$ cat src/rtl/decode_pkg.sv
// Shared definitions for the decode queue stage: opcode/funct/rt encodings,
// the ALU operation codes driven to execute, and the decoded control bundle.
// No ports (package).
package decode_pkg;

  localparam logic [5:0] R_TYPE_OP = 6'h00, REGIMM_OP = 6'h01, J_OP    = 6'h02, JAL_OP   = 6'h03;
  localparam logic [5:0] BEQ_OP    = 6'h04, BNE_OP    = 6'h05, BLEZ_OP = 6'h06, BGTZ_OP  = 6'h07;
  localparam logic [5:0] ADDI_OP   = 6'h08, ADDIU_OP  = 6'h09, SLTI_OP = 6'h0A, SLTIU_OP = 6'h0B;
  localparam logic [5:0] ANDI_OP   = 6'h0C, ORI_OP    = 6'h0D, XORI_OP = 6'h0E, LUI_OP   = 6'h0F;
  localparam logic [5:0] LW_OP     = 6'h23, SW_OP     = 6'h2B;

  localparam logic [5:0] SLL_FUNCT = 6'h00, SRL_FUNCT  = 6'h02, SRA_FUNCT = 6'h03, JR_FUNCT  = 6'h08;
  localparam logic [5:0] ADD_FUNCT = 6'h20, ADDU_FUNCT = 6'h21, SUB_FUNCT = 6'h22, SUBU_FUNCT = 6'h23;
  localparam logic [5:0] AND_FUNCT = 6'h24, OR_FUNCT   = 6'h25, XOR_FUNCT = 6'h26, NOR_FUNCT  = 6'h27;
  localparam logic [5:0] SLT_FUNCT = 6'h2A, SLTU_FUNCT = 6'h2B;

  localparam logic [4:0] BLTZ_RT = 5'd0, BGEZ_RT = 5'd1;

  typedef enum logic [4:0] {
    ALU_ADD  = 5'd0,  ALU_AND  = 5'd1,  ALU_XOR  = 5'd2,  ALU_OR   = 5'd3,
    ALU_NOR  = 5'd4,  ALU_SUB  = 5'd5,  ALU_ANDI = 5'd6,  ALU_XORI = 5'd7,
    ALU_ORI  = 5'd8,  ALU_JR   = 5'd9,  ALU_BEQ  = 5'd10, ALU_BNE  = 5'd11,
    ALU_BGEZ = 5'd12, ALU_BGTZ = 5'd13, ALU_BLEZ = 5'd14, ALU_BLTZ = 5'd15,
    ALU_SLL  = 5'd16, ALU_SRL  = 5'd17, ALU_SRA  = 5'd18, ALU_SLT  = 5'd19,
    ALU_SLTU = 5'd20, ALU_LUI  = 5'd21
  } alu_code_t;

  typedef struct packed {
    logic [4:0]  rs;
    logic [4:0]  rt;
    logic [4:0]  rd;
    logic [31:0] imm;
    logic [4:0]  shamt;
    logic        mem_to_reg;
    logic        reg_write;
    logic        mem_write;
    logic        mem_read;
    alu_code_t   alu_code;
    logic        alu_src_a;
    logic        alu_src_b;
    logic        reg_dst;
    logic        j;
    logic        jr;
    logic        branch;
    logic        illegal;
  } decode_bundle_t;

endpackage

$ cat src/rtl/decode_queue_stage_ctrl.sv
// Combinational instruction decoder: instr -> decode_bundle_t, plus which
// source registers the instruction reads (used by the load-use check).
// Ports: instr (in, 32), dec (out, bundle), uses_rs / uses_rt (out, 1).
// Build option: DECODE_EXT_EN adds LUI and JAL; without it both decode as illegal.
module decode_ctrl
  import decode_pkg::*;
(
  input  logic [31:0]    instr,
  output decode_bundle_t dec,
  output logic           uses_rs,
  output logic           uses_rt
);

  logic [5:0] op, funct;
  logic       known, ok, r_type, i_type, is_lw, is_sw, is_lui, is_jal;
  logic       shift, branch, jump, jr, zext;
  alu_code_t  alu;

  always_comb begin
    op     = instr[31:26];
    funct  = instr[5:0];
    known  = 1'b1;
    r_type = 1'b0; i_type = 1'b0; is_lw = 1'b0; is_sw = 1'b0;
    is_lui = 1'b0; is_jal = 1'b0; shift = 1'b0; branch = 1'b0;
    jump   = 1'b0; jr = 1'b0; zext = 1'b0;
    alu    = ALU_ADD;
    case (op)
      R_TYPE_OP: begin
        r_type = 1'b1;
        case (funct)
          ADD_FUNCT, ADDU_FUNCT: alu = ALU_ADD;
          SUB_FUNCT, SUBU_FUNCT: alu = ALU_SUB;
          AND_FUNCT:  alu = ALU_AND;
          OR_FUNCT:   alu = ALU_OR;
          XOR_FUNCT:  alu = ALU_XOR;
          NOR_FUNCT:  alu = ALU_NOR;
          SLT_FUNCT:  alu = ALU_SLT;
          SLTU_FUNCT: alu = ALU_SLTU;
          SLL_FUNCT:  begin shift = 1'b1; alu = ALU_SLL; end
          SRL_FUNCT:  begin shift = 1'b1; alu = ALU_SRL; end
          SRA_FUNCT:  begin shift = 1'b1; alu = ALU_SRA; end
          JR_FUNCT:   begin r_type = 1'b0; jr = 1'b1; alu = ALU_JR; end
          default:    begin r_type = 1'b0; known = 1'b0; end
        endcase
      end
      REGIMM_OP: begin
        if (instr[20:16] == BLTZ_RT)      begin branch = 1'b1; alu = ALU_BLTZ; end
        else if (instr[20:16] == BGEZ_RT) begin branch = 1'b1; alu = ALU_BGEZ; end
        else known = 1'b0;
      end
      J_OP:     jump = 1'b1;
      BEQ_OP:   begin branch = 1'b1; alu = ALU_BEQ;  end
      BNE_OP:   begin branch = 1'b1; alu = ALU_BNE;  end
      BLEZ_OP:  begin branch = 1'b1; alu = ALU_BLEZ; end
      BGTZ_OP:  begin branch = 1'b1; alu = ALU_BGTZ; end
      ADDI_OP, ADDIU_OP: i_type = 1'b1;
      SLTI_OP:  begin i_type = 1'b1; alu = ALU_SLT;  end
      SLTIU_OP: begin i_type = 1'b1; alu = ALU_SLTU; end
      ANDI_OP:  begin i_type = 1'b1; zext = 1'b1; alu = ALU_ANDI; end
      ORI_OP:   begin i_type = 1'b1; zext = 1'b1; alu = ALU_ORI;  end
      XORI_OP:  begin i_type = 1'b1; zext = 1'b1; alu = ALU_XORI; end
      LW_OP:    is_lw = 1'b1;
      SW_OP:    is_sw = 1'b1;
`ifdef DECODE_EXT_EN
      LUI_OP:   begin is_lui = 1'b1; alu = ALU_LUI; end
      JAL_OP:   is_jal = 1'b1;
`endif
      default:  known = 1'b0;
    endcase

    // An all-zero word is SLL $0,$0,0: a legal NOP that must not drive any control.
    ok = known && (instr != 32'h0);

    dec            = '0;
    dec.rs         = instr[25:21];
    dec.rt         = instr[20:16];
    dec.rd         = (ok && is_jal) ? 5'd31 : instr[15:11];
    dec.shamt      = instr[10:6];
    if (ok && is_lui)    dec.imm = {instr[15:0], 16'h0};
    else if (ok && zext) dec.imm = {16'h0, instr[15:0]};
    else                 dec.imm = {{16{instr[15]}}, instr[15:0]};
    dec.reg_write  = ok && (is_lw || r_type || i_type || is_lui || is_jal);
    dec.reg_dst    = ok && r_type;
    dec.alu_src_a  = ok && shift;
    dec.alu_src_b  = ok && (i_type || is_lw || is_sw || is_lui);
    dec.mem_to_reg = ok && is_lw;
    dec.mem_read   = ok && is_lw;
    dec.mem_write  = ok && is_sw;
    dec.branch     = ok && branch;
    dec.j          = ok && (jump || is_jal);
    dec.jr         = ok && jr;
    dec.alu_code   = ok ? alu : ALU_ADD;
    dec.illegal    = !known;

    // JAL reads nothing, so it never triggers a load-use bubble.
    uses_rs = (op != J_OP) && (op != JAL_OP);
    uses_rt = r_type || (op == BEQ_OP) || (op == BNE_OP) || is_sw;
  end

endmodule

$ cat src/rtl/decode_queue_stage.sv
// Buffered decode stage between fetch and execute: a DEPTH-entry {pc,instr}
// queue, a decoder on the queue head, and a registered output bundle behind a
// valid/ready handshake. Inserts a one-cycle bubble on load-use hazards and
// counts them (saturating). flush drops everything queued and registered.
// Ports: clk, rst_n (sync, active low), flush; in_valid/in_ready/in_pc/in_instr
// from fetch; out_valid/out_ready plus decoded out_* fields to execute; stall_cnt.
// Build option: DECODE_EXT_EN (LUI/JAL decode, see decode_ctrl).
module decode_queue_stage
  import decode_pkg::*;
#(
  parameter int DEPTH   = 4,
  parameter int PC_W    = 32,
  parameter int STALL_W = 16
) (
  input  logic               clk,
  input  logic               rst_n,
  input  logic               flush,
  input  logic               in_valid,
  output logic               in_ready,
  input  logic [PC_W-1:0]    in_pc,
  input  logic [31:0]        in_instr,
  output logic               out_valid,
  input  logic               out_ready,
  output logic [PC_W-1:0]    out_pc,
  output logic [4:0]         out_rs,
  output logic [4:0]         out_rt,
  output logic [4:0]         out_rd,
  output logic [31:0]        out_imm,
  output logic [4:0]         out_shamt,
  output logic               out_mem_to_reg,
  output logic               out_reg_write,
  output logic               out_mem_write,
  output logic               out_mem_read,
  output logic [4:0]         out_alu_code,
  output logic               out_alu_src_a,
  output logic               out_alu_src_b,
  output logic               out_reg_dst,
  output logic               out_j,
  output logic               out_jr,
  output logic               out_branch,
  output logic               out_illegal,
  output logic [STALL_W-1:0] stall_cnt
);

  localparam int            AW   = $clog2(DEPTH);
  localparam logic [AW:0]   FULL = (AW+1)'(DEPTH);

  logic [PC_W-1:0] pc_mem    [DEPTH];
  logic [31:0]     instr_mem [DEPTH];
  logic [AW-1:0]   wr_ptr, rd_ptr;
  logic [AW:0]     count;
  decode_bundle_t  head_dec, out_q;
  logic            head_uses_rs, head_uses_rt;
  logic            non_empty, out_free, hazard, load, push;

  decode_ctrl u_ctrl (
    .instr   (instr_mem[rd_ptr]),
    .dec     (head_dec),
    .uses_rs (head_uses_rs),
    .uses_rt (head_uses_rt)
  );

  // Full blocks a push even if the head pops in the same cycle.
  assign in_ready  = rst_n && (count != FULL);
  assign push      = in_valid && in_ready && !flush;
  assign non_empty = (count != '0);
  assign out_free  = !out_valid || out_ready;
  assign hazard    = non_empty && out_valid && out_q.mem_read && (out_q.rt != 5'd0) &&
                     ((head_uses_rs && head_dec.rs == out_q.rt) ||
                      (head_uses_rt && head_dec.rt == out_q.rt));
  assign load      = non_empty && out_free && !hazard;

  always_ff @(posedge clk) begin
    if (push) begin
      pc_mem[wr_ptr]    <= in_pc;
      instr_mem[wr_ptr] <= in_instr;
    end
  end

  always_ff @(posedge clk) begin
    if (!rst_n) begin
      count     <= '0;
      wr_ptr    <= '0;
      rd_ptr    <= '0;
      out_valid <= 1'b0;
      out_pc    <= '0;
      out_q     <= '0;
      stall_cnt <= '0;
    end else if (flush) begin
      count     <= '0;
      wr_ptr    <= '0;
      rd_ptr    <= '0;
      out_valid <= 1'b0;
    end else begin
      if (push) wr_ptr <= wr_ptr + 1'b1;
      if (load) begin
        out_valid <= 1'b1;
        out_q     <= head_dec;
        out_pc    <= pc_mem[rd_ptr];
        rd_ptr    <= rd_ptr + 1'b1;
      end else if (out_free) begin
        out_valid <= 1'b0;
      end
      count <= count + {{AW{1'b0}}, push} - {{AW{1'b0}}, load};
      // A hazard seen while execute drains the load becomes exactly one bubble.
      if (hazard && out_ready && stall_cnt != '1) stall_cnt <= stall_cnt + 1'b1;
    end
  end

  assign out_rs         = out_q.rs;
  assign out_rt         = out_q.rt;
  assign out_rd         = out_q.rd;
  assign out_imm        = out_q.imm;
  assign out_shamt      = out_q.shamt;
  assign out_mem_to_reg = out_q.mem_to_reg;
  assign out_reg_write  = out_q.reg_write;
  assign out_mem_write  = out_q.mem_write;
  assign out_mem_read   = out_q.mem_read;
  assign out_alu_code   = out_q.alu_code;
  assign out_alu_src_a  = out_q.alu_src_a;
  assign out_alu_src_b  = out_q.alu_src_b;
  assign out_reg_dst    = out_q.reg_dst;
  assign out_j          = out_q.j;
  assign out_jr         = out_q.jr;
  assign out_branch     = out_q.branch;
  assign out_illegal    = out_q.illegal;

endmodule

$ cat config.mk
export PLATFORM = sky130hd
export DESIGN_NAME = decode_queue_stage
export DESIGN_NICKNAME = d
export VERILOG_FILES = /design/src/rtl/decode_pkg.sv /design/src/rtl/decode_queue_stage_ctrl.sv /design/src/rtl/decode_queue_stage.sv
export SDC_FILE = /design/constraint.sdc
export NUM_CORES = 1
export LEC_CHECK = 0
export BUFFER_PORTS_ARGS = -buffer_cell sky130_fd_sc_hd__buf_2
export CORE_ASPECT_RATIO = 1.75
export CORE_UTILIZATION = 45
export CTS_CLUSTER_DIAMETER = 150
export DETAILED_ROUTE_END_ITERATION = 6
export SYNTH_ARGS = -nofsm -noshare
export SYNTH_HDL_FRONTEND = slang
export SYNTH_SLANG_ARGS = --single-unit
export TNS_END_PERCENT = 50
$ cat constraint.sdc
create_clock -name clk -period 5.3 [get_ports clk]
set_input_delay 0.53 -clock clk [delete_from_list [all_inputs] [get_ports clk]]
set_output_delay 0.53 -clock clk [all_outputs]
set_load 0.02 [all_outputs]
# Word level (Yosys, flattened, before mapping)
# Memory sizes are Yosys's and may differ from the RTL's. A register that Yosys moved wholly into a read port is not among the register bits.
# Index checks and enable logic that the tools add are counted.
dict set report totals {
  register_bits 91
  mem_bits_rw 256
  wordCells 150
  memories 2
}
# memory words word_bits rd rd_ports_with_merged_regs write_ports line_no
set mem_list {}
lappend mem_list {instr_mem 4 32 1 1 1 decode_queue_stage.sv:49} ;# logic [31:0] instr_mem [DEPTH];
lappend mem_list {pc_mem 4 32 1 1 1 decode_queue_stage.sv:48} ;# logic [PC_W-1:0] pc_mem [DEPTH];
dict set report op_classes {
  addsub 5
  n_eq_ne 35
  mux 28
  bitwise 2
  reduce_logical 57
}
# operator count
set op_table {}
lappend op_table {{5-bit case mux with 11 select lines} 2}
lappend op_table {{6-bit == test, second input constant} 12}
lappend op_table {{6-bit by 4-bit == test with 1-bit output, second input constant} 8}
lappend op_table {{32-bit two-way mux} 1}
lappend op_table {{32-bit nonzero test} 1}
lappend op_table {{14-bit OR reduction} 2}
lappend op_table {{1-bit logical AND} 25}
lappend op_table {{6-bit by 3-bit == test with 1-bit output, second input constant} 4}
lappend op_table {{6-bit by 2-bit == test with 1-bit output, second input constant} 3}
lappend op_table {{1-bit two-way mux} 18}
lappend op_table {{16-bit by 1-bit adder with 16-bit output, second input constant} 1}
lappend op_table {{16-bit inequality test, second input constant} 1}
lappend op_table {{13-bit OR reduction} 1}
lappend op_table {{6-bit logical NOT} 2}
lappend op_table {{6-bit by 2-bit inequality test with 1-bit output, second input constant} 2}
lappend op_table {{5-bit == test} 2}
lappend op_table {{5-bit two-way mux} 2}
lappend op_table {{1-bit logical OR} 9}
lappend op_table {{7-bit OR reduction} 1}
lappend op_table {{6-bit by 1-bit == test with 1-bit output, second input constant} 1}
lappend op_table {{3-bit OR reduction} 2}
lappend op_table {{5-bit by 1-bit == test with 1-bit output, second input constant} 1}
lappend op_table {{1-bit logical NOT} 5}
lappend op_table {{5-bit logical NOT} 1}
lappend op_table {{other kinds (15)} 20}

# Longest topological paths before layout
# Gate-level depths: netlist (run 1).
dict set report depth {
  word_depth 14
  depth_mapped 17
  mapped_depth_nobuf 12
}

# Cells and area by module
# Synthesis (run 1) repeated with hierarchy kept, for this count alone.
dict set report hier_totals {
  cells_unflattened 1118
  hier_area_um2 15821.4
}
# module instances cells_each area_each_um2 seq_area_each_um2
set modules_own_cells {}
lappend modules_own_cells {decode_queue_stage 1 951 14670.3 10209.8}
lappend modules_own_cells {decode_ctrl 1 167 1151.1 0.0}

# Worst setup path after synthesis (run 1)
# Ideal clock, no wire load.
dict set report synth_timing {
  path_type {reg-to-reg}
  from {register with a tool-made name}
  to {register count[2]}
  setup_ns 0.122
  t_arrival_ns 3.936
  setup_slack_ns 1.242
  path_stages_with_launch 16
  n_path_buf 3
  period_less_slack_ns 4.058
  cell_sequence {dfxtp_1 -> buf_6 -> mux4_2 -> or4_1 -> or4_1 -> buf_2 -> o22a_1 -> o21a_1 -> clkbuf_1 -> o21ai_0 -> nand2_1 -> ha_1 -> fa_1 -> xnor2_1 -> xnor2_1 -> nor2_1}
}
# item line_no
set synth_rtl {}
lappend synth_rtl {{end signal: assignment} decode_queue_stage.sv:104} ;# count <= count + {{AW{1'b0}}, push} - {{AW{1'b0}}, load};
lappend synth_rtl {{end: declaration} decode_queue_stage.sv:51} ;# logic [AW:0] count;

==> metrics.csv, run 1 <==
stage;metric;value;unit
final_layout;layout_common_cells;edfxtp_1 (256), buf_2 (186), dfxtp_1 (98);
final_layout;final_cell_area;0.01646;mm2
sta;finalCriticalPeriod;4.126;ns
global_routing;grt_use_total;21.08;%
sta;final_max_slew_viol_count;0;
global_routing;grt_pass1_vias;8667;
clock_network;cts_hold_buf;0;
drt;dr.pass1.iters;6;
clock_network;clock_latency;0.52;ns
global_routing;antenna_found_initial;4;
placement;post_dp_cell_area;0.01538;mm2
final_layout;drive_above_1_share;29.61;%
setup_path;r2r-end;count[2];
synthesis;ys_types;58;
setup_path;crit_arrival;4.53;ns
clock_network;cts_setup_buffers;0;
floorplan;fp.dieW;136.6;um
setup_path;slowest_stage;or4_1;
sta;fin_ws;1.174;ns
sta;relSlewSlack;24.88;%
power_and_ir_drop;p_per_area;452.7;mW/mm2
synthesis;synth_area_leader_cell;edfxtp_1;
final_layout;final_nets;1196;
clock_network;clk_path_buf_depth;3;
flow_run;max_cap_viol_count;0;
drt;drt_first_iter_violations;490;
placement;port_buffers;186;
clock_network;cts_buffers;34;
synthesis;avgSynthCellArea;14.64;um2
sta;fmax;0.2424;GHz
final_layout;syn_to_final_growth;15.40;%
drt;drc;0;
drt;wl_per_cell;21.75;um
clock_network;postCtsResizedCells;0;
synthesis;synth_seq_cells;356;
drt;via_count;8724;
final_layout;utilization;53.18;%
floorplan;dieHeight;237.5;um
drt;ant_nets;0;
setup_path;crit_fanout;29;
setup_path;startpoint_type;register;
sta;rsz0062_at_grt;no;
floorplan;ios;187;
clock_network;clk_pin_slew_worst_paths;0.07;ns
sta;final.period_utilization;77.85;%
min_path;hp-class;input pin to register;
global_routing;gr-total-overflow;0;
sta;setup_violations;0;
floorplan;die_area;0.03244;mm2
drt;wirelength;33440;um
sta;setup-tns-final;0;ns
setup_path;crit_path_frequent_cell;xnor2_1;
setup_path;crit_path_max_incr_delay;0.70;ns
synthesis;synth_nets;1050;
placement;place_hpwl;20890;um
setup_path;cp.required;5.70;ns
floorplan;coreArea;0.03095;mm2
global_routing;grt_max_degree;77;
synthesis;ys_seq_area_share;67.94;%
placement;place_ws;1.096;ns
floorplan;num_rows;85;
synthesis;synthArstFlopShare;0;%
synthesis;synth_area;0.01426;mm2
setup_path;worstSetupPathType;register to register;
final_layout;final_common_cell;edfxtp_1;
clock_network;clock_sinks;356;
sta;fin_worst_skew;0.01748;ns
floorplan;start_util;46.08;%
clock_network;cts_max_level;2;
setup_path;r2r_slack;1.17;ns
outcome;status;complete, no violations;
synthesis;synth_edf_count;256;
power_and_ir_drop;peakVddDrop;0.3579;mV
synthesis;yosysTopAreaCellShare;53.90;%
sta;tightest_slew;1.127;ns
setup_path;end_kind;register;
power_and_ir_drop;p_leak;5.645;nW
drt;viasPerCell;5.672;
setup_path;crit_chain;buf_4 > mux4_2 > or4_1 > o22a_1 > o21a_2 > o21ai_0 > nand2_1 > ha_1 > fa_1 > xnor2_1 > xnor2_1 > nor2_1;
placement;place.gp.congestion;0.8980;
clock_network;cts_tree;yes;
synthesis;synth_ff_type;edfxtp_1;
global_routing;grt_pass1_wl;50480;um
setup_path;cp-endpoint;count[2];
synthesis;synth.top_cells.by_area;edfxtp_1 (54%), dfxtp_1 (14%), mux4_2 (10%), a21oi_1 (2.8%), o21ai_0 (2.7%);
setup_path;reg2reg_depth;12;
synthesis;syn-instance-count;974;
synthesis;ys.warnings.count;0;
clock_network;cts_root_buffer;clkbuf_16;
sta;hold_viol_final;0;
-- worst min-delay path by stage --
stage / from / endpoint / slack [ns] / cells past startpoint
global placement: out_alu_code[4] / out_alu_code[4] / 0.45 / 2
floorplan: wr_ptr[1] / wr_ptr[1] / 0.47 / 2
detailed placement: out_alu_code[4] / out_alu_code[4] / 0.45 / 2
global route: in_pc[13] / pc_mem[1][13] / 0.20 / 1
finish: in_pc[13] / pc_mem[1][13] / 0.22 / 1
CTS: in_pc[15] / pc_mem[2][15] / 0.20 / 1
-- report_power, final --
part	switching [mW]	internal [mW]
sequential	0.122	3.17
combinational	1.18	0.602
clock	1.02	1.36
-- through the flow --
| stage | instances | total power, mW | hold slack (ns) |
|---|---|---|---|
| detailed placement | 1475 | 5.153 | 0.4499 |
| global route | 1538 | 7.763 | 0.2012 |
| global placement | 1475 | 5.133 | 0.4536 |
| CTS | 1536 | 7.519 | 0.1970 |
| floorplan | 974 | 4.616 | 0.4692 |
| finish | 1538 | 7.450 | 0.2236 |
-- cell usage after synthesis (all sizes together) (2+ instances only) --
master and instances:
a211oi 5, o31ai 4, nor4 3, nor3 20, mux4 64, or4 9, nand2 30, o41ai 3
xnor2 15, mux2i 11, nand4 11, nor2b 4, o311ai 3, o31a 4, ha 6, inv 11
o21ai 77, or2 6, and2 5, o22ai 3, and3 8, a31o 2, dfxtp 100, nand3 73
nand2b 18, o32ai 2, edfxtp 256, buf 43, o211ai 2, a21oi 79, nor2 19, or3 6
clkbuf 52
-- registers in the layout, summed over array words and instances, names as in the netlist, 3 cells and up, named ones only --
signal,cells
count,3
out_alu_code,5
out_imm,13
pc_mem,128
instr_mem,128
out_rd,4
stall_cnt,16
out_pc,32
out_rt,5
out_rs,5
-- per-layer routing --
metal / global-route usage, % / share of wire (%) / up-vias
li1: - / - / 4041
met1: 24.58 / 38 / 4355
met2: 37.64 / 54 / 268
met3: 3.796 / 5.2 / 60
met4: 8.519 / 3.3 / 0
met5: 0 / 0 / -
-- cell type report --
type | count | area, um2
fillers | 2602 | 14490
flip-flops and latches | 356 | 9692
multi-input cells | 512 | 4081
repair buffers | 205 | 1074
clock buffers | 51 | 959.7
well taps | 391 | 489.2
clock inverters | 10 | 116.4
inverters | 11 | 41.29
diodes | 2 | 5.005
-- critical path: cells and delay by family, from the launching register on --
kind | cells | cell delay [ns]
adder cells (fa/ha/maj) | 2 | 0.58
AO/OA/AOI/OAI | 3 | 0.67
AND/OR/NAND/NOR | 3 | 0.85
buffers and inverters | 1 | 0.50
XOR/XNOR | 2 | 0.31
flip-flops | 1 | 0.41
multiplexers | 1 | 0.68
-- kinds of logic (layout without fill, tap and decap cells) --
family	count (synthesis)	count (layout)	share of synthesized area [%]
compound gates	198	198	7.922
xor+xnor	15	15	0.9212
fa+ha+maj	8	8	0.7369
buf+inv	106	277	3.570
flops	356	356	67.94
mux	76	76	10.96
other cells	0	2	0
simple gates	215	215	7.957
(Power assumes the default switching activity.)
==> run 2, diff against run 1 <==
- ABC_AREA: unset -> 1
- clock period: 5.3 -> 3.8 ns (I/O delays scaled with it)
==> run 2 against run 1 <==
Register-to-register slack worse by 0.59 ns. First-iteration DRC count is 6.1% higher. Sequential power increased by 43%. Die area rose by 4.4%. Critical path depth is 7 higher. Critical endpoint unchanged. Fmax grew 28%. Synthesized cell count up 46%. Hold slack worse by 0.16 ns. Total power is 48% higher. Highest routed layer is now met5.
==> metrics.csv, run 2 <==
stage;metric;value;unit;change
sta;tightest_slew;1.141;ns;+0.01413 ns
setup_path;cp.required;4.20;ns;-1.50 ns
clock_network;cts_max_level;2;;unchanged
synthesis;synth_most_common_cell;nand2_1;;
global_routing;grt_use_total;21.05;%;-0.033 points
setup_path;crit_arrival;3.61;ns;-0.92 ns
synthesis;synth.top_cells.by_area;edfxtp_1 (52%), dfxtp_1 (13%), nand2_1 (9.9%), a21oi_1 (3.5%), nor2_1 (2.9%);;
sta;fin_worst_skew;0.03055;ns;+0.01307 ns
power_and_ir_drop;p_per_area;643.9;mW/mm2;+42%
sta;final.period_utilization;84.56;%;+6.7 points
synthesis;yosys-top-cells-count;nand2_1 (393), edfxtp_1 (256), nor2_1 (117);;
placement;port_buffers;186;;unchanged
synthesis;synth_area_leader_cell;edfxtp_1;;
synthesis;yosys.area_share.simple;18.47;%;+11 points
synthesis;synth_area;0.01490;mm2;+4.4%
final_layout;largestRegisters;instr_mem: 128 flops, pc_mem: 128 flops, out_pc: 32 flops;;
power_and_ir_drop;peakVddDrop;0.4679;mV;+31%
clock_network;clk_pin_slew_worst_paths;0.06;ns;about the same
power_and_ir_drop;p_leak;6.939;nW;+23%
placement;place_ws;0.5924;ns;-0.5038 ns
synthesis;avgSynthCellArea;10.49;um2;-28%
clock_network;cts_setup_buffers;0;;unchanged
setup_path;startpoint_type;register;;
clock_network;cts_tree;yes;;
global_routing;grt_pass1_vias;10000;;+15%
synthesis;synthArstFlopShare;0;%;unchanged
sta;finalCriticalPeriod;3.213;ns;-0.9129 ns
drt;drc;0;;unchanged
clock_network;postCtsResizedCells;0;;unchanged
global_routing;gr-total-overflow;0;;unchanged
clock_network;cts_root_buffer;clkbuf_16;;
sta;hold_viol_final;0;;unchanged
sta;final_max_slew_viol_count;0;;unchanged
sta;relSlewSlack;23.83;%;-1.1 points
drt;wl_per_cell;17.64;um;-19%
sta;holdWs;0.06546;ns;-0.1582 ns
outcome;status;complete, no violations;;
setup_path;worstSetupPathType;register to register;;
setup_path;crit_fanout;43;;+48%
floorplan;ios;187;;unchanged
drt;ant_nets;0;;unchanged
sta;fin_ws;0.5868;ns;-0.5871 ns
drt;drt_first_iter_violations;520;;+6.1%
floorplan;fp.dieW;139.5;um;+2.2%
placement;place_hpwl;22290;um;+6.7%
global_routing;antenna_found_initial;10;;+6
synthesis;synth_top_family_by_area;simple AND/OR/NAND/NOR gates;;
synthesis;synth_seq_cells;356;;unchanged
clock_network;cts_buffers;34;;unchanged
final_layout;final_common_cell;nand2_1;;
floorplan;start_util;45.92;%;-0.17 points
synthesis;syn-instance-count;1420;;+46%
floorplan;num_rows;87;;+2.4%
final_layout;fillers;2865;;+10%
synthesis;synth_edf_count;256;;unchanged
sta;setup_violations;0;;unchanged
floorplan;die_area;0.03386;mm2;+4.4%
clock_network;cts_hold_buf;0;;unchanged
final_layout;layout_common_cells;nand2_1 (393), edfxtp_1 (256), buf_2 (186);;
clock_network;clock_latency;0.52;ns;about the same
synthesis;synth-xor-area-share;0.5880;%;-0.33 points
drt;wirelength;35240;um;+5.4%
sta;fmax;0.3112;GHz;+28%
clock_network;clk_path_buf_depth;3;;unchanged
floorplan;coreArea;0.03244;mm2;+4.8%
setup_path;end_kind;register;;
power_and_ir_drop;power;11.04;mW;+48%
global_routing;grt_max_degree;72;;-6.5%
global_routing;grt_pass1_wl;54580;um;+8.1%
sta;rsz0062_at_grt;no;;
drt;via_count;10410;;+19%
floorplan;dieHeight;242.7;um;+2.2%
synthesis;synthMuxAreaShare;0;%;-11 points
final_layout;multi_input_area;0.004273;mm2;+4.7%
synthesis;ys.warnings.count;0;;unchanged
sta;setup-tns-final;0;ns;unchanged
synthesis;synth_ff_type;edfxtp_1;;
synthesis;yosysTopAreaCellShare;51.61;%;-2.3 points
clock_network;clock_sinks;356;;unchanged
synthesis;ys_seq_area_share;65.05;%;-2.9 points
final_layout;drive_above_1_share;19.64;%;-10 points
drt;dr.pass1.iters;5;;-1
placement;place.gp.congestion;0.8702;;-3.1%
synthesis;synth_fa_ha_area_share;0.6384;%;-0.099 points
final_layout;syn_to_final_growth;15.11;%;
synthesis;synth_nets;1496;;+42%
final_layout;final_nets;1644;;+37%
synthesis;synth_compound_area_share;8.753;%;+0.83 points
synthesis;ys_types;47;;-19%
min_path;hp-class;input pin to register;;
flow_run;max_cap_viol_count;0;;unchanged
final_layout;register_area;0.009692;mm2;unchanged
drt;viasPerCell;5.210;;-8.2%
==> run 2: cell count changes after synthesis, moves of 15 or more <==
cell	before	now
clkbuf_1	52	29
o21ai_1	0	22
nand2_2	0	15
a32oi_1	1	32
nor2_1	19	117
inv_1	11	82
a21oi_1	79	103
buf_6	1	19
mux4_2	64	0
nand2_1	30	393
o21ai_0	77	38
nand2b_1	18	0
==> run 2: layout make-up <==
cell class                 count  area share, %
sequential                   356          56.52
clock inverter                17          1.080
tap                          400          2.919
inverter                      90          1.985
antenna                        4        0.05838
timing repair buffer         206          6.816
multi-input combinational    880          24.92
clock buffer                  45          5.699
==> run 2: per-stage QoR <==
stage | cells | util (%) | area, um2
floorplan | 1420 | - | 14900
global placement | 1932 | 49.24 | 15970
detailed placement | 1932 | 49.24 | 15970
CTS | 1994 | 52.83 | 17140
global route | 1998 | 52.86 | 17150
finish | 1998 | 52.86 | 17150
==> run 2: where the power goes <==
group | switching [mW] | total, mW | internal (mW)
registers | 0.213 | 4.71 | 4.49
logic | 1.97 | 2.84 | 0.870
clock network | 1.41 | 3.50 | 2.09
==> run 2: critical path: stages, from the launching register on <==
cell      delay [ns]
dfxtp_2         0.35
inv_4           0.33
nand2_1         0.14
nand3_1         0.10
nand2_1         0.08
a21oi_1         0.33
nand2_2         0.14
nand2_1         0.09
inv_1           0.05
nand3_2         0.09
nand2_2         0.07
nand2_4         0.11
a21boi_4        0.06
nand2_1         0.10
nand2_1         0.07
ha_1            0.19
fa_1            0.39
xnor2_1         0.19
xor2_1          0.16
nor2_1          0.05
==> run 2: cell families (layout without fill, tap and decap cells) <==
kind of cell / after synthesis / after routing
buf+inv: 184 / 358
fa+ha+maj: 7 / 7
compound gates: 218 / 218
xor+xnor: 10 / 10
other cells: 0 / 4
flops: 356 / 356
simple gates: 645 / 645
==> run 2: layer usage <==
| layer | track usage (%) | vias to the layer above | wire, um |
|---|---|---|---|
| li1 | - | 5128 | - |
| met4 | 9.632 | 8 | 1321 |
| met1 | 22.98 | 4943 | 13390 |
| met5 | 0 | - | 48 |
| met3 | 3.709 | 78 | 1494 |
| met2 | 39.21 | 252 | 18990 |
==> run 2: worst paths after layout <==
path              cells after the start                to  slack (ns)         start
setup reg to reg                     19          count[2]        0.59      register
hold / removal                        1  instr_mem[0][20]        0.07  in_instr[20]
setup / recovery                     19          count[2]        0.59      register
hold reg to reg                       2        out_pc[22]        0.46    out_pc[22]
==> run 3, diff against run 2 <==
- ABC_AREA: 1 -> 0
- PLACE_DENSITY: unset -> 0.67
- clock period: 3.8 -> 2.95 ns (I/O delays scaled with it)
==> run 3 against run 2 <==
Critical endpoint unchanged. The flow now finishes with violations (setup timing). Largest power group unchanged. Critical path type unchanged. Hold slack lost 0.044 ns. Via count shrank 9.1%. Fmax shrank 8.2%. Sequential share of layout area shrank 4.0 points. Sequential power grew 25%.
==> metrics.csv, run 3 (same netlist as run 1, synthesis figures left out) <==
stage;metric;value;unit;change
power_and_ir_drop;power_frac_seq;37.2;%;-5.4 points
floorplan;ios;187;;unchanged
sta;tightest_slew;0.8605;ns;-0.2804 ns
final_layout;drive_above_1_share;34.94;%;+15 points
outcome;failed_checks;setup timing;;
outcome;status;finished with violations;;
drt;drc;0;;unchanged
final_layout;final_nets;1338;;-19%
clock_network;cts_tree;yes;;
drt;drt_first_iter_violations;643;;+24%
setup_path;cp.required;3.34;ns;-0.86 ns
final_layout;largestRegisters;instr_mem: 128 flops, pc_mem: 128 flops, out_pc: 32 flops;;
flow_run;max_cap_viol_count;0;;unchanged
clock_network;clock_latency;0.52;ns;about the same
clock_network;cts_buffers;34;;unchanged
sta;final_max_slew_viol_count;0;;unchanged
drt;via_count;9466;;-9.1%
final_layout;register_area;0.009694;mm2;about the same
final_layout;multi_input_area;0.004294;mm2;+0.50%
sta;fmax;0.2858;GHz;-8.2%
clock_network;cts_root_buffer;clkbuf_16;;
setup_path;worstSetupPathType;register to register;;
global_routing;gr-total-overflow;0;;unchanged
setup_path;crit_arrival;3.89;ns;+0.28 ns
placement;place_ws;-0.7195;ns;-1.312 ns
sta;final.period_utilization;118.6;%;+34 points
placement;place_hpwl;21570;um;-3.2%
sta;finalCriticalPeriod;3.498;ns;+0.2853 ns
global_routing;antenna_found_initial;1;;-9
placement;port_buffers;186;;unchanged
power_and_ir_drop;intPower;10.98;mW;+47%
drt;wl_per_cell;21.50;um;+22%
global_routing;grt_use_total;22.82;%;+1.8 points
final_layout;fin_cells;1680;;-16%
sta;relSlewSlack;42.64;%;+19 points
sta;fin_ws;-0.5485;ns;-1.135 ns
global_routing;grt_pass1_wl;55090;um;+0.93%
power_and_ir_drop;p_comb_share;36.0;%;+10 points
power_and_ir_drop;swShare;30.84;%;-1.6 points
final_layout;final_common_cell;edfxtp_1;;
final_layout;fillers;2343;;-18%
sta;hold_viol_final;0;;unchanged
placement;dp_cells;1536;;-20%
floorplan;num_rows;85;;-2.3%
clock_network;clock_sinks;356;;unchanged
global_routing;grt_max_degree;75;;+4.2%
sta;rsz0062_at_grt;yes;;
min_path;hp-class;input pin to register;;
floorplan;start_util;46.08;%;+0.17 points
drt;viasPerCell;5.635;;+8.2%
floorplan;die_area;0.03244;mm2;-4.2%
drt;dr.pass1.iters;5;;unchanged
setup_path;startpoint_type;register;;
placement;place.gp.congestion;0.8643;;-0.68%
power_and_ir_drop;peakVddDrop;0.6007;mV;+28%
clock_network;clk_pin_slew_worst_paths;0.06;ns;about the same
power_and_ir_drop;p_clk_share;26.8;%;-4.9 points
drt;ant_nets;0;;unchanged
setup_path;r2r_slack;-0.55;ns;-1.14 ns
drt;wirelength;36130;um;+2.5%
sta;fin_worst_skew;0.01488;ns;-0.01567 ns
global_routing;grt_pass1_vias;9741;;-2.6%
power_and_ir_drop;p_leak;6.639;nW;-4.3%
power_and_ir_drop;p_per_area;860.8;mW/mm2;+34%
clock_network;cts_max_level;2;;unchanged
floorplan;fp.dieW;136.6;um;-2.1%
floorplan;dieHeight;237.5;um;-2.1%
power_and_ir_drop;power;15.88;mW;+44%
final_layout;final_cell_area;0.01845;mm2;+7.6%
floorplan;coreArea;0.03095;mm2;-4.6%
final_layout;syn_to_final_growth;29.34;%;
placement;post_dp_cell_area;0.01615;mm2;+1.1%
clock_network;clk_path_buf_depth;3;;unchanged
power_and_ir_drop;power.switching;4.897;mW;+37%
setup_path;crit_fanout;6;;-86%
sta;setup_violations;98;;+98
setup_path;end_kind;register;;
final_layout;layout_common_cells;edfxtp_1 (256), buf_2 (186), dfxtp_1 (98);;
-- run 3: worst paths after layout --
| path | cells past startpoint | end | from |
|---|---|---|---|
| min | 1 | pc_mem[3][1] | in_pc[1] |
| min reg2reg | 2 | out_alu_code[4] | out_alu_code[4] |
| max | 12 | count[2] | register |
| max reg2reg | 12 | count[2] | register |
-- run 3: stage by stage --
stage          setup TNS (ns)  utilization, %  hold WS, ns
6_report               -32.33           59.61      0.02174
5_1_grt                -43.09           59.61     0.007371
4_1_cts                -36.14           59.04     0.005062
3_5_place_dp           -47.39           52.17       0.4431
3_3_place_gp           -41.25           52.17       0.4399
2_1_floorplan          -22.65               -       0.3939
-- run 3: cell type report --
type                    count  share of cell area [%]
flip-flops and latches    356                   52.55
multi-input cells         512                   23.28
repair buffers            347                   15.34
clock buffers              49                   5.426
well taps                 391                   2.652
clock inverters            13                  0.5155
inverters                  11                  0.2238
diodes                      1                 0.01356
-- run 3: repair_timing --
action | CTS | global route
cloned | 9 | 5
gates resized for setup | 31 | 11
hold buffers | 58 | 0
buffers inserted | 7 | 4
endpoints found under the hold margin | 232 | 0
pin swaps | 33 | 20
endpoints found under the setup margin | 98 | 98
-- run 3: worst max-delay path, cell delays in order (launching register included) --
cell and delay [ns]:
dfxtp_4 0.40, mux4_2 0.52, or4_4 0.55, or4_4 0.43, o22a_1 0.22, o21a_2 0.24
o21ai_4 0.06, nand2_2 0.08, ha_4 0.16, fa_2 0.35, xnor2_2 0.14, xnor2_1 0.16
nor2_1 0.06
-- run 3: power by group through the flow --
stage / logic (mW) / registers (mW) / clock network [mW]
after global routing: 6.03 / 5.94 / 4.53
after CTS: 5.25 / 5.90 / 4.35
final: 5.72 / 5.90 / 4.26
after floorplan: 2.40 / 6.25 / 0
after detailed placement: 3.75 / 6.00 / 0
after global placement: 3.73 / 5.99 / 0
-- run 3: metal layers --
metal  vias to the layer above  part of all wire [%]  GRT usage, %
met4                         0                   2.7         7.576
li1                       4348                     -             -
met1                      4747                    38         27.14
met3                        61                   5.2         3.498
met5                         -                     0             0
met2                       310                    54         41.38
